===== src/rtl/ct_pkg.sv =====
// rtl/ct_pkg.sv - shared state enum, count type and preset saturation helper for ct_down_timer
package ct_pkg;

    typedef logic [6:0] count_t;

    typedef enum logic [1:0] {
        ST_IDLE  = 2'd0,
        ST_RUN   = 2'd1,
        ST_PAUSE = 2'd2,
        ST_DONE  = 2'd3
    } ct_state_e;

    function automatic count_t ct_sat(input count_t v, input count_t max_v);
        return (v > max_v) ? max_v : v;
    endfunction

endpackage


===== src/rtl/ct_down_mod_N.sv =====
// rtl/ct_down_mod_N.sv - one modulo-N down-counting digit with load priority and zero flag
module ct_down_mod_N
    import ct_pkg::*;
(
    input  logic   clk,
    input  logic   rst_n,
    input  logic   load,
    input  count_t load_val,
    input  logic   en,
    input  count_t modulus,
    output count_t ct_out,
    output logic   ct_min
);

    count_t r_cnt;

    // Decrementing through zero wraps to modulus-1, which is the borrow seen by the next digit.
    always_ff @(posedge clk or negedge rst_n) begin
        if (!rst_n) begin
            r_cnt <= '0;
        end else if (load) begin
            r_cnt <= load_val;
        end else if (en) begin
            r_cnt <= (r_cnt == '0) ? count_t'(modulus - 7'd1) : count_t'(r_cnt - 7'd1);
        end
    end

    assign ct_out = r_cnt;
    assign ct_min = (r_cnt == '0);

endmodule


===== src/rtl/ct_down_timer.sv =====
// rtl/ct_down_timer.sv - minutes:seconds countdown timer with alarm; CT_AUTO_RELOAD_EN restarts from the last preset on expiry
module ct_down_timer
    import ct_pkg::*;
#(
    parameter int SEC_MOD     = 60,
    parameter int MIN_MOD     = 60,
    parameter int ALARM_TICKS = 4
) (
    input  logic       clk,
    input  logic       rst_n,
    input  logic       tick,
    input  logic       load,
    input  logic       start,
    input  logic       pause,
    input  logic [6:0] load_min,
    input  logic [6:0] load_sec,
    output logic [6:0] min_out,
    output logic [6:0] sec_out,
    output logic       running,
    output logic       done,
    output logic       alarm
);

    localparam count_t SEC_MAX = count_t'(SEC_MOD - 1);
    localparam count_t MIN_MAX = count_t'(MIN_MOD - 1);
    localparam logic [7:0] ALARM_LAST = 8'(ALARM_TICKS - 1);

    ct_state_e  r_state;
    ct_state_e  w_state_nx;
    logic       r_done;
    logic       r_alarm;
    logic [7:0] r_alarm_cnt;

    count_t w_sat_min, w_sat_sec;
    count_t w_ld_min, w_ld_sec;
    count_t w_min, w_sec;
    logic   w_ld;
    logic   w_sec_zero, w_min_zero, w_count_zero;
    logic   w_run_tick, w_min_en, w_expire;

    assign w_sat_min = ct_sat(load_min, MIN_MAX);
    assign w_sat_sec = ct_sat(load_sec, SEC_MAX);

    // A concurrent load suppresses counting so the preset lands undecremented.
    assign w_run_tick   = (r_state == ST_RUN) && tick && !load;
    assign w_min_en     = w_run_tick && w_sec_zero;
    assign w_count_zero = w_sec_zero && w_min_zero;
    assign w_expire     = w_run_tick && w_min_zero && (w_sec == 7'd1);

`ifdef CT_AUTO_RELOAD_EN
    count_t r_pre_min, r_pre_sec;

    always_ff @(posedge clk or negedge rst_n) begin
        if (!rst_n) begin
            r_pre_min <= '0;
            r_pre_sec <= '0;
        end else if (load) begin
            r_pre_min <= w_sat_min;
            r_pre_sec <= w_sat_sec;
        end
    end

    assign w_ld     = load || w_expire;
    assign w_ld_min = load ? w_sat_min : r_pre_min;
    assign w_ld_sec = load ? w_sat_sec : r_pre_sec;
`else
    assign w_ld     = load;
    assign w_ld_min = w_sat_min;
    assign w_ld_sec = w_sat_sec;
`endif

    ct_down_mod_N u_sec (
        .clk      (clk),
        .rst_n    (rst_n),
        .load     (w_ld),
        .load_val (w_ld_sec),
        .en       (w_run_tick),
        .modulus  (count_t'(SEC_MOD)),
        .ct_out   (w_sec),
        .ct_min   (w_sec_zero)
    );

    ct_down_mod_N u_min (
        .clk      (clk),
        .rst_n    (rst_n),
        .load     (w_ld),
        .load_val (w_ld_min),
        .en       (w_min_en),
        .modulus  (count_t'(MIN_MOD)),
        .ct_out   (w_min),
        .ct_min   (w_min_zero)
    );

    always_comb begin
        w_state_nx = r_state;
        if (load) begin
            w_state_nx = ST_IDLE;
        end else begin
            case (r_state)
                ST_IDLE, ST_PAUSE: if (start && !w_count_zero) w_state_nx = ST_RUN;
                ST_RUN: begin
                    if (w_expire)   w_state_nx = ST_DONE;
                    else if (pause) w_state_nx = ST_PAUSE;
                end
`ifdef CT_AUTO_RELOAD_EN
                ST_DONE: if (!w_count_zero) w_state_nx = ST_RUN;
`else
                ST_DONE: w_state_nx = ST_DONE;
`endif
                default: w_state_nx = ST_IDLE;
            endcase
        end
    end

    always_ff @(posedge clk or negedge rst_n) begin
        if (!rst_n) begin
            r_state <= ST_IDLE;
            r_done  <= 1'b0;
        end else begin
            r_state <= w_state_nx;
            r_done  <= w_expire;
        end
    end

    // The expiring tick itself does not count toward the alarm duration.
    always_ff @(posedge clk or negedge rst_n) begin
        if (!rst_n) begin
            r_alarm     <= 1'b0;
            r_alarm_cnt <= '0;
        end else if (load) begin
            r_alarm     <= 1'b0;
            r_alarm_cnt <= '0;
        end else if (w_expire) begin
            r_alarm     <= 1'b1;
            r_alarm_cnt <= '0;
        end else if (r_alarm && tick) begin
            if (r_alarm_cnt == ALARM_LAST) begin
                r_alarm     <= 1'b0;
                r_alarm_cnt <= '0;
            end else begin
                r_alarm_cnt <= r_alarm_cnt + 8'd1;
            end
        end
    end

    assign min_out = w_min;
    assign sec_out = w_sec;
    assign running = (r_state == ST_RUN);
    assign done    = r_done;
    assign alarm   = r_alarm;

endmodule


===== config.mk =====
export PLATFORM = sky130hd
export DESIGN_NAME = ct_down_timer
export DESIGN_NICKNAME = d
export VERILOG_FILES = /design/src/rtl/ct_pkg.sv /design/src/rtl/ct_down_mod_N.sv /design/src/rtl/ct_down_timer.sv
export SDC_FILE = /design/constraint.sdc
export NUM_CORES = 1
export LEC_CHECK = 0
export BUFFER_PORTS_ARGS = -buffer_cell sky130_fd_sc_hd__buf_2
export CAP_MARGIN = 20
export CORE_AREA = 2 2 60 62
export DETAILED_ROUTE_END_ITERATION = 6
export DIE_AREA = 0 0 62 64
export PLACE_DENSITY = 0.8
export SLEW_MARGIN = 10
export SYNTH_ARGS = -nofsm -noshare
export SYNTH_HDL_FRONTEND = slang
export SYNTH_SLANG_ARGS = --single-unit

===== constraint.sdc =====
create_clock -name clk -period 1.52 [get_ports clk]
set_input_delay 0.152 -clock clk [delete_from_list [all_inputs] [get_ports clk]]
set_output_delay 0.152 -clock clk [all_outputs]
set_load 0.05 [all_outputs]

* Word level (Yosys, flattened, before mapping) *
Cells that the tools add are included.

storage, ports and cells
  bits of input ports = 20
  register bits after elaboration = 26
  output and inout port bits = 17

cells by class
  reductions and logical operators = 20
  eq/ne operators = 7
  $add $sub $neg = 3
  multiplexer cells = 21
  magnitude comparators = 2

operator list
  operator                                                       number
  2-to-1 mux 7 bit                                               8
  2-to-1 mux 8 bit                                               4
  greater-than comparator 7 x 6 -> 1 bit, second input constant  2
  logical NOT 7 bit                                              2
  subtractor 7 x 1 -> 7 bit, second input constant               2
  adder 8 x 1 -> 8 bit, second input constant                    1
  == test 8 x 2 -> 1 bit, second input constant                  1
  logical AND 1 bit                                              8
  2-to-1 mux 2 bit                                               4
  == test 7 x 1 -> 1 bit, second input constant                  1
  one-hot mux 2 bit (3 select lines)                             1
  nonzero test 3 bit                                             2
  == test 2 bit, second input constant                           2
  2-to-1 mux 1 bit                                               4
  != test 4 x 3 -> 1 bit, second input constant                  1
  AND reduction 2 bit                                            2
  nonzero test 2 bit                                             2
  != test 3 bit, second input constant                           1
  == test 2 x 1 -> 1 bit, second input constant                  1
  logical NOT 1 bit                                              2
  logical NOT 2 bit                                              1
  OR reduction 2 bit                                             1

* Depth between registers and ports, before layout *
  depth in word-level cells = 8
  depth in mapped cells = 7

* Cells and area by module *
A second synthesis with hierarchy kept.

unflattened totals
  cell total of the unflattened synthesis = 228
  area total of the unflattened synthesis = 1949.4 µm²

modules (own cells, without submodules)
  module         times used  area an instance (µm²)  seq. area each (µm²)  cells each
  ct_down_mod_N  2           591.8                   175.2                 71
  ct_down_timer  1           765.7                   300.3                 86

* Worst setup path after synthesis *
No wires, ideal clock.

  kind = reg-to-reg
  start point = register u_sec.r_cnt[0] (netlist: u_sec.ct_out[0])
  end point = register u_sec.r_cnt[5] (netlist: u_sec.ct_out[5])
  required time = 1.394 ns
  stages on the path, launching flop included = 7
  buffers on the path = 0
  data arrival time = 1.853 ns
  setup slack = -0.459 ns
  path through = dfrtp_1 inv_1 ha_1 nor3b_2 and2_2 o211a_1 o311a_1

on the way
  longest elaborated chain between the ends = 4
  elaborated cells between the ends (all ways) = 5
  classes of those cells = add/sub: 1; mux: 3; reduce/logical: 1

RTL lines
  element                                                                line                 source
  from (decl)                                                            ct_down_mod_N.sv:15  count_t r_cnt;
  from (signal assigned)                                                 ct_down_mod_N.sv:22  r_cnt <= load_val;
  from (signal assigned)                                                 ct_down_mod_N.sv:24  r_cnt <= (r_cnt == '0) ? count_t'(modulus - 7'd1) : count_t'(r_cnt - 7'd1);
  subtractor 7 x 1 -> 7 bit / logical NOT 7 bit (equally long branches)  ct_down_mod_N.sv:24
  2-to-1 mux 7 bit (*)                                                   ct_down_mod_N.sv:24
  2-to-1 mux 7 bit (*)                                                   ct_down_mod_N.sv:23  end else if (en) begin
  2-to-1 mux 7 bit (*)                                                   ct_down_mod_N.sv:21  end else if (load) begin

Mark *: on every way between the ends. The rest lies on a longest branch, timed or not. The select of a mux whose other input is x is not followed.
A chain may end at the register's enable or synchronous reset.

* Worst setup path in the final report *
  start point = register u_sec.r_cnt[1] (netlist: u_sec.ct_out[1])
  end point = register u_sec.r_cnt[5] (netlist: u_sec.ct_out[5])

The elaborated chain is that of the path after synthesis.

==> impl_summary.md <==
Run status
The run finished, with violations left. The checks that failed: setup timing.

Placed design
The total instance count after detailed placement is 264. Summed over all nets, the half-perimeter wirelength after detailed placement is 2.70 mm. The number of port buffers is 36. OpenSTA, run right after detailed placement, puts the worst setup slack at -0.0865 ns.

Routability-driven placement finished with a final weighted congestion of 0.871. The cell area reported after detailed placement is 1970 µm².

Critical path
Measured in cells, the most critical reg-to-reg path has a length of 7. The worst setup path is of the flip-flop to flip-flop kind. The worst setup path is launched from a flip-flop. The required time of the worst setup path is 1.75 ns. The kind of end point of the critical path is a flip-flop.

Along the worst path, the maximum fanout reaches 3. The signal arrival time at the worst endpoint is 1.85 ns.

Layout
The repair_antennas step left the layout with diodes totalling 0. The non-filler instance count after layout is 278. The ratio of cells with drive above 1 in the final layout is 0.478. Compared with the post-synthesis result, the final layout area differs by 39.4%. Once layout is done, the placed cells without fillers occupy 2170 µm². The number of nets in the layout is 257. Fill cells in the final layout number 273.

Synth
For this run, the register share of the synthesized area comes to 0.418. The share of synthesized area in the top cell type comes to 0.418. The number of nets in the synthesized netlist is 191. After synthesis, the largest family of logic cells by area is simple AND/OR/NAND/NOR gates. The largest total area in the synthesized netlist belongs to sky130_fd_sc_hd__dfrtp_1. In the synthesized netlist, the number of instances is 167.

The number of warnings printed during yosys synthesis is 0. The adder and majority cell fraction of the synthesized area is 0.0321. The number of enable-type register cells in the synthesized netlist is 0. For this run, asynchronously set or reset flops after synthesis account for 1.00. The xor-xnor portion of the synthesized cell area is 0.0394. The synthesized netlist occupies a cell area of 1560 µm². The top flip-flop cell by instance count after synthesis is sky130_fd_sc_hd__dfrtp_1.

The number of synthesized register bits is 26. The mean post-synth cell area is 9.33 µm². The synthesized-area fraction occupied by ao, oa, aoi and oai cells is 0.157. Of the post-synthesis cell area, the part taken by muxes is 0.0193. The number of different library cells used by synthesis comes to 46.

The basic-gate share of the synthesized area counting and, or, nand and nor cells is 0.274. By area the synthesized netlist is led by sky130_fd_sc_hd__dfrtp_1 42%, sky130_fd_sc_hd__nor2_1 5.1%, sky130_fd_sc_hd__inv_1 3.6%.

Routing
In this run the top signal layer used is met4. The first detailed-routing pass took 4 iterations. The detail-routed via count per cell is 5.47. In this run the remaining antenna-violating nets after routing total 0.

Summed over all layers, the routed wires come to 3.92 mm. Summed over all nets, wire length on met2 after detailed routing comes to 2.06 mm. The met3 routed wirelength is 146 µm. The detailed-route wire length per cell is 14.1 µm. In the routed design, unresolved DRC markers number 0. The routed layout has 1522 vias. The first-iteration detailed-routing DRC count is 128. The wire length the detailed router placed on met1 is 1.68 mm.

STA
Setup violations remaining at the end of the flow were counted as 5. Setup repair after global routing could not meet its margin everywhere. The total count of max-transition violations in the final report is 0.

The minimum hold slack is 0.0417 ns. For the finished layout, the period the worst path requires is 1.62 ns. Across all setup checks in the final design, the least slack found is -0.0962 ns. The hold violation total from the final report was 0. The transition time at the pin with the least slew margin is 0.608 ns.

In the finished design, the share of the clock period the worst path needs comes to 1.06. The setup skew after layout is 0.00541 ns. The maximum achievable frequency is 619 MHz. The worst slew slack as a fraction of its limit is 0.594. The setup total negative slack is -0.232 ns.

Global route
The via count of the first global-routing pass is 1447. The initial antenna violation count is 0. The wire length of the first global-routing pass is 6.38 mm. Across every metal layer, demand over resource in global routing totals 0.208.

After global routing the overflow that remains totals 0. Entering global routing, the biggest net connects 27 pins.

Die
The full die area is 3970 µm². The row count is 21. From bottom edge to top edge, the die measures 64 µm.

The initial utilization of the core area, before any placement, comes to 0.474. The total area inside the core boundary comes to 3280 µm². The total I/O pin count is 37. From left edge to right edge, the die measures 62 µm.

Clock network
TritonCTS built the clock tree. After clock tree synthesis, the clock-pin slew on the worst setup and hold paths is 0.15 ns. Clock tree synthesis inserted a total of 3 buffers. The clock latency at the later pin of the worst-skew pair is 0.33 ns. The number of H-tree levels is 1. The maximum clock insertion buffer count is 2. The library cell used as clock root buffer is sky130_fd_sc_hd__clkbuf_4. CTS saw 26 sinks.

Min path
The worst hold path depth is 2. The path class of the tightest hold or removal check is input pin to flip-flop.

Flow run
The number of max-cap violations is 0.

Power
In this run the static leakage power is 0.000983 µW. The worst vdd rail ir drop is 454 µV. The power per cell area is 708 nW/µm².
## state kept, by name (all words and copies together) (netlist names)
signal,cells
done,1
alarm,1
u_sec.ct_out,7
u_min.ct_out,7
r_state,2
r_alarm_cnt,8
## critical path: stages (launching register included)
cell                      delay [ns]
sky130_fd_sc_hd__dfrtp_2        0.40
sky130_fd_sc_hd__inv_2          0.05
sky130_fd_sc_hd__ha_4           0.15
sky130_fd_sc_hd__nor3b_4        0.15
sky130_fd_sc_hd__buf_4          0.14
sky130_fd_sc_hd__and2_4         0.14
sky130_fd_sc_hd__o211a_1        0.21
sky130_fd_sc_hd__o311a_1        0.28
## metrics by stage
step | utilization | power, µW
floorplan | - | 1010
global placement | 0.600 | 1150
detailed placement | 0.600 | 1150
CTS | 0.627 | 1520
global route | 0.661 | 1620
finish | 0.661 | 1540
## logic make-up after synthesis
family,after synthesis
simple gates,72
compound gates,35
flops,26
buf+inv,20
xor+xnor,7
fa+ha+maj,4
mux,3
## power breakdown
group	switching (µW)	internal, µW	leakage, µW	total, µW
Clock	221	147	0.0000210	368
Combinational	262	145	0.000649	407
Sequential	36.9	727	0.000313	764
Total	520	1020	0.000983	1540
## synthesized netlist by cell type, types with 2 or more instances
| cell type | number |
|---|---|
| sky130_fd_sc_hd__nor3_1 | 7 |
| sky130_fd_sc_hd__or3_1 | 3 |
| sky130_fd_sc_hd__a31oi_1 | 4 |
| sky130_fd_sc_hd__nor2b_1 | 2 |
| sky130_fd_sc_hd__nor4_4 | 2 |
| sky130_fd_sc_hd__nor2_1 | 21 |
| sky130_fd_sc_hd__nand2_1 | 11 |
| sky130_fd_sc_hd__buf_6 | 2 |
| sky130_fd_sc_hd__o311a_1 | 2 |
| sky130_fd_sc_hd__a41o_1 | 2 |
| sky130_fd_sc_hd__and4_1 | 3 |
| sky130_fd_sc_hd__nand3_1 | 4 |
| sky130_fd_sc_hd__mux2i_1 | 3 |
| sky130_fd_sc_hd__and3_1 | 2 |
| sky130_fd_sc_hd__nor4b_1 | 2 |
| sky130_fd_sc_hd__inv_1 | 15 |
| sky130_fd_sc_hd__a21oi_1 | 11 |
| sky130_fd_sc_hd__xor2_1 | 3 |
| sky130_fd_sc_hd__dfrtp_1 | 26 |
| sky130_fd_sc_hd__xnor2_1 | 4 |
| sky130_fd_sc_hd__ha_1 | 4 |
| sky130_fd_sc_hd__o21ai_0 | 6 |
| sky130_fd_sc_hd__nand4_1 | 5 |
## placed cells by master (no fill, tap or decap), types with 3 or more instances in the layout
master,n
sky130_fd_sc_hd__mux2i_1,3
sky130_fd_sc_hd__a21oi_2,4
sky130_fd_sc_hd__ha_4,3
sky130_fd_sc_hd__clkbuf_4,3
sky130_fd_sc_hd__a21oi_1,7
sky130_fd_sc_hd__buf_6,3
sky130_fd_sc_hd__nand3_1,4
sky130_fd_sc_hd__dfrtp_1,14
sky130_fd_sc_hd__nor2_1,20
sky130_fd_sc_hd__xor2_1,3
sky130_fd_sc_hd__a31oi_1,3
sky130_fd_sc_hd__o21ai_0,4
sky130_fd_sc_hd__buf_4,25
sky130_fd_sc_hd__buf_2,36
sky130_fd_sc_hd__nand2_1,10
sky130_fd_sc_hd__inv_2,4
sky130_fd_sc_hd__inv_1,11
sky130_fd_sc_hd__nor3_1,7
sky130_fd_sc_hd__or3_1,3
sky130_fd_sc_hd__nand4_1,5
sky130_fd_sc_hd__xnor2_1,4
sky130_fd_sc_hd__and4_1,3
sky130_fd_sc_hd__dfrtp_2,12
## routing by layer
| metal | vias up | global-route usage |
|---|---|---|
| met5 | - | 0 |
| met4 | 0 | 0.0559 |
| met3 | 4 | 0.0263 |
| met2 | 43 | 0.336 |
| met1 | 744 | 0.288 |
| li1 | 731 | - |
## cell type report
| type | instances | area [µm²] | share of cell area |
|---|---|---|---|
| Multi-Input combinational cell | 121 | 941 | 0.433 |
| Sequential cell | 26 | 666 | 0.306 |
| Timing Repair Buffer | 65 | 412 | 0.190 |
| Inverter | 16 | 60.1 | 0.0276 |
| Tap cell | 46 | 57.6 | 0.0265 |
| Clock buffer | 4 | 36.3 | 0.0167 |
## repair_timing
| action | 4_1_cts | 5_1_grt |
|---|---|---|
| endpoints found under the setup margin | 7 | 19 |
| hold buffers | 1 | 0 |
| pin swaps | 3 | 13 |
| buffers inserted | 2 | 7 |
| resized for setup | 7 | 15 |
| hold endpoints to repair | 26 | 0 |
| gates cloned | 0 | 0 |
## worst paths after layout
path                                      start               to  slack [ns]
worst max-delay path            u_sec.ct_out[1]  u_sec.ct_out[5]        -0.1
worst min-delay path                load_sec[1]  u_sec.ct_out[1]        0.04
worst max register to register  u_sec.ct_out[1]  u_sec.ct_out[5]        -0.1
worst min register to register  u_sec.ct_out[6]  u_sec.ct_out[6]        0.59
max in group asynchronous                 rst_n  u_sec.ct_out[5]        0.73
min in group asynchronous                 rst_n   r_alarm_cnt[7]        0.36
(Power assumes the default switching activity.)
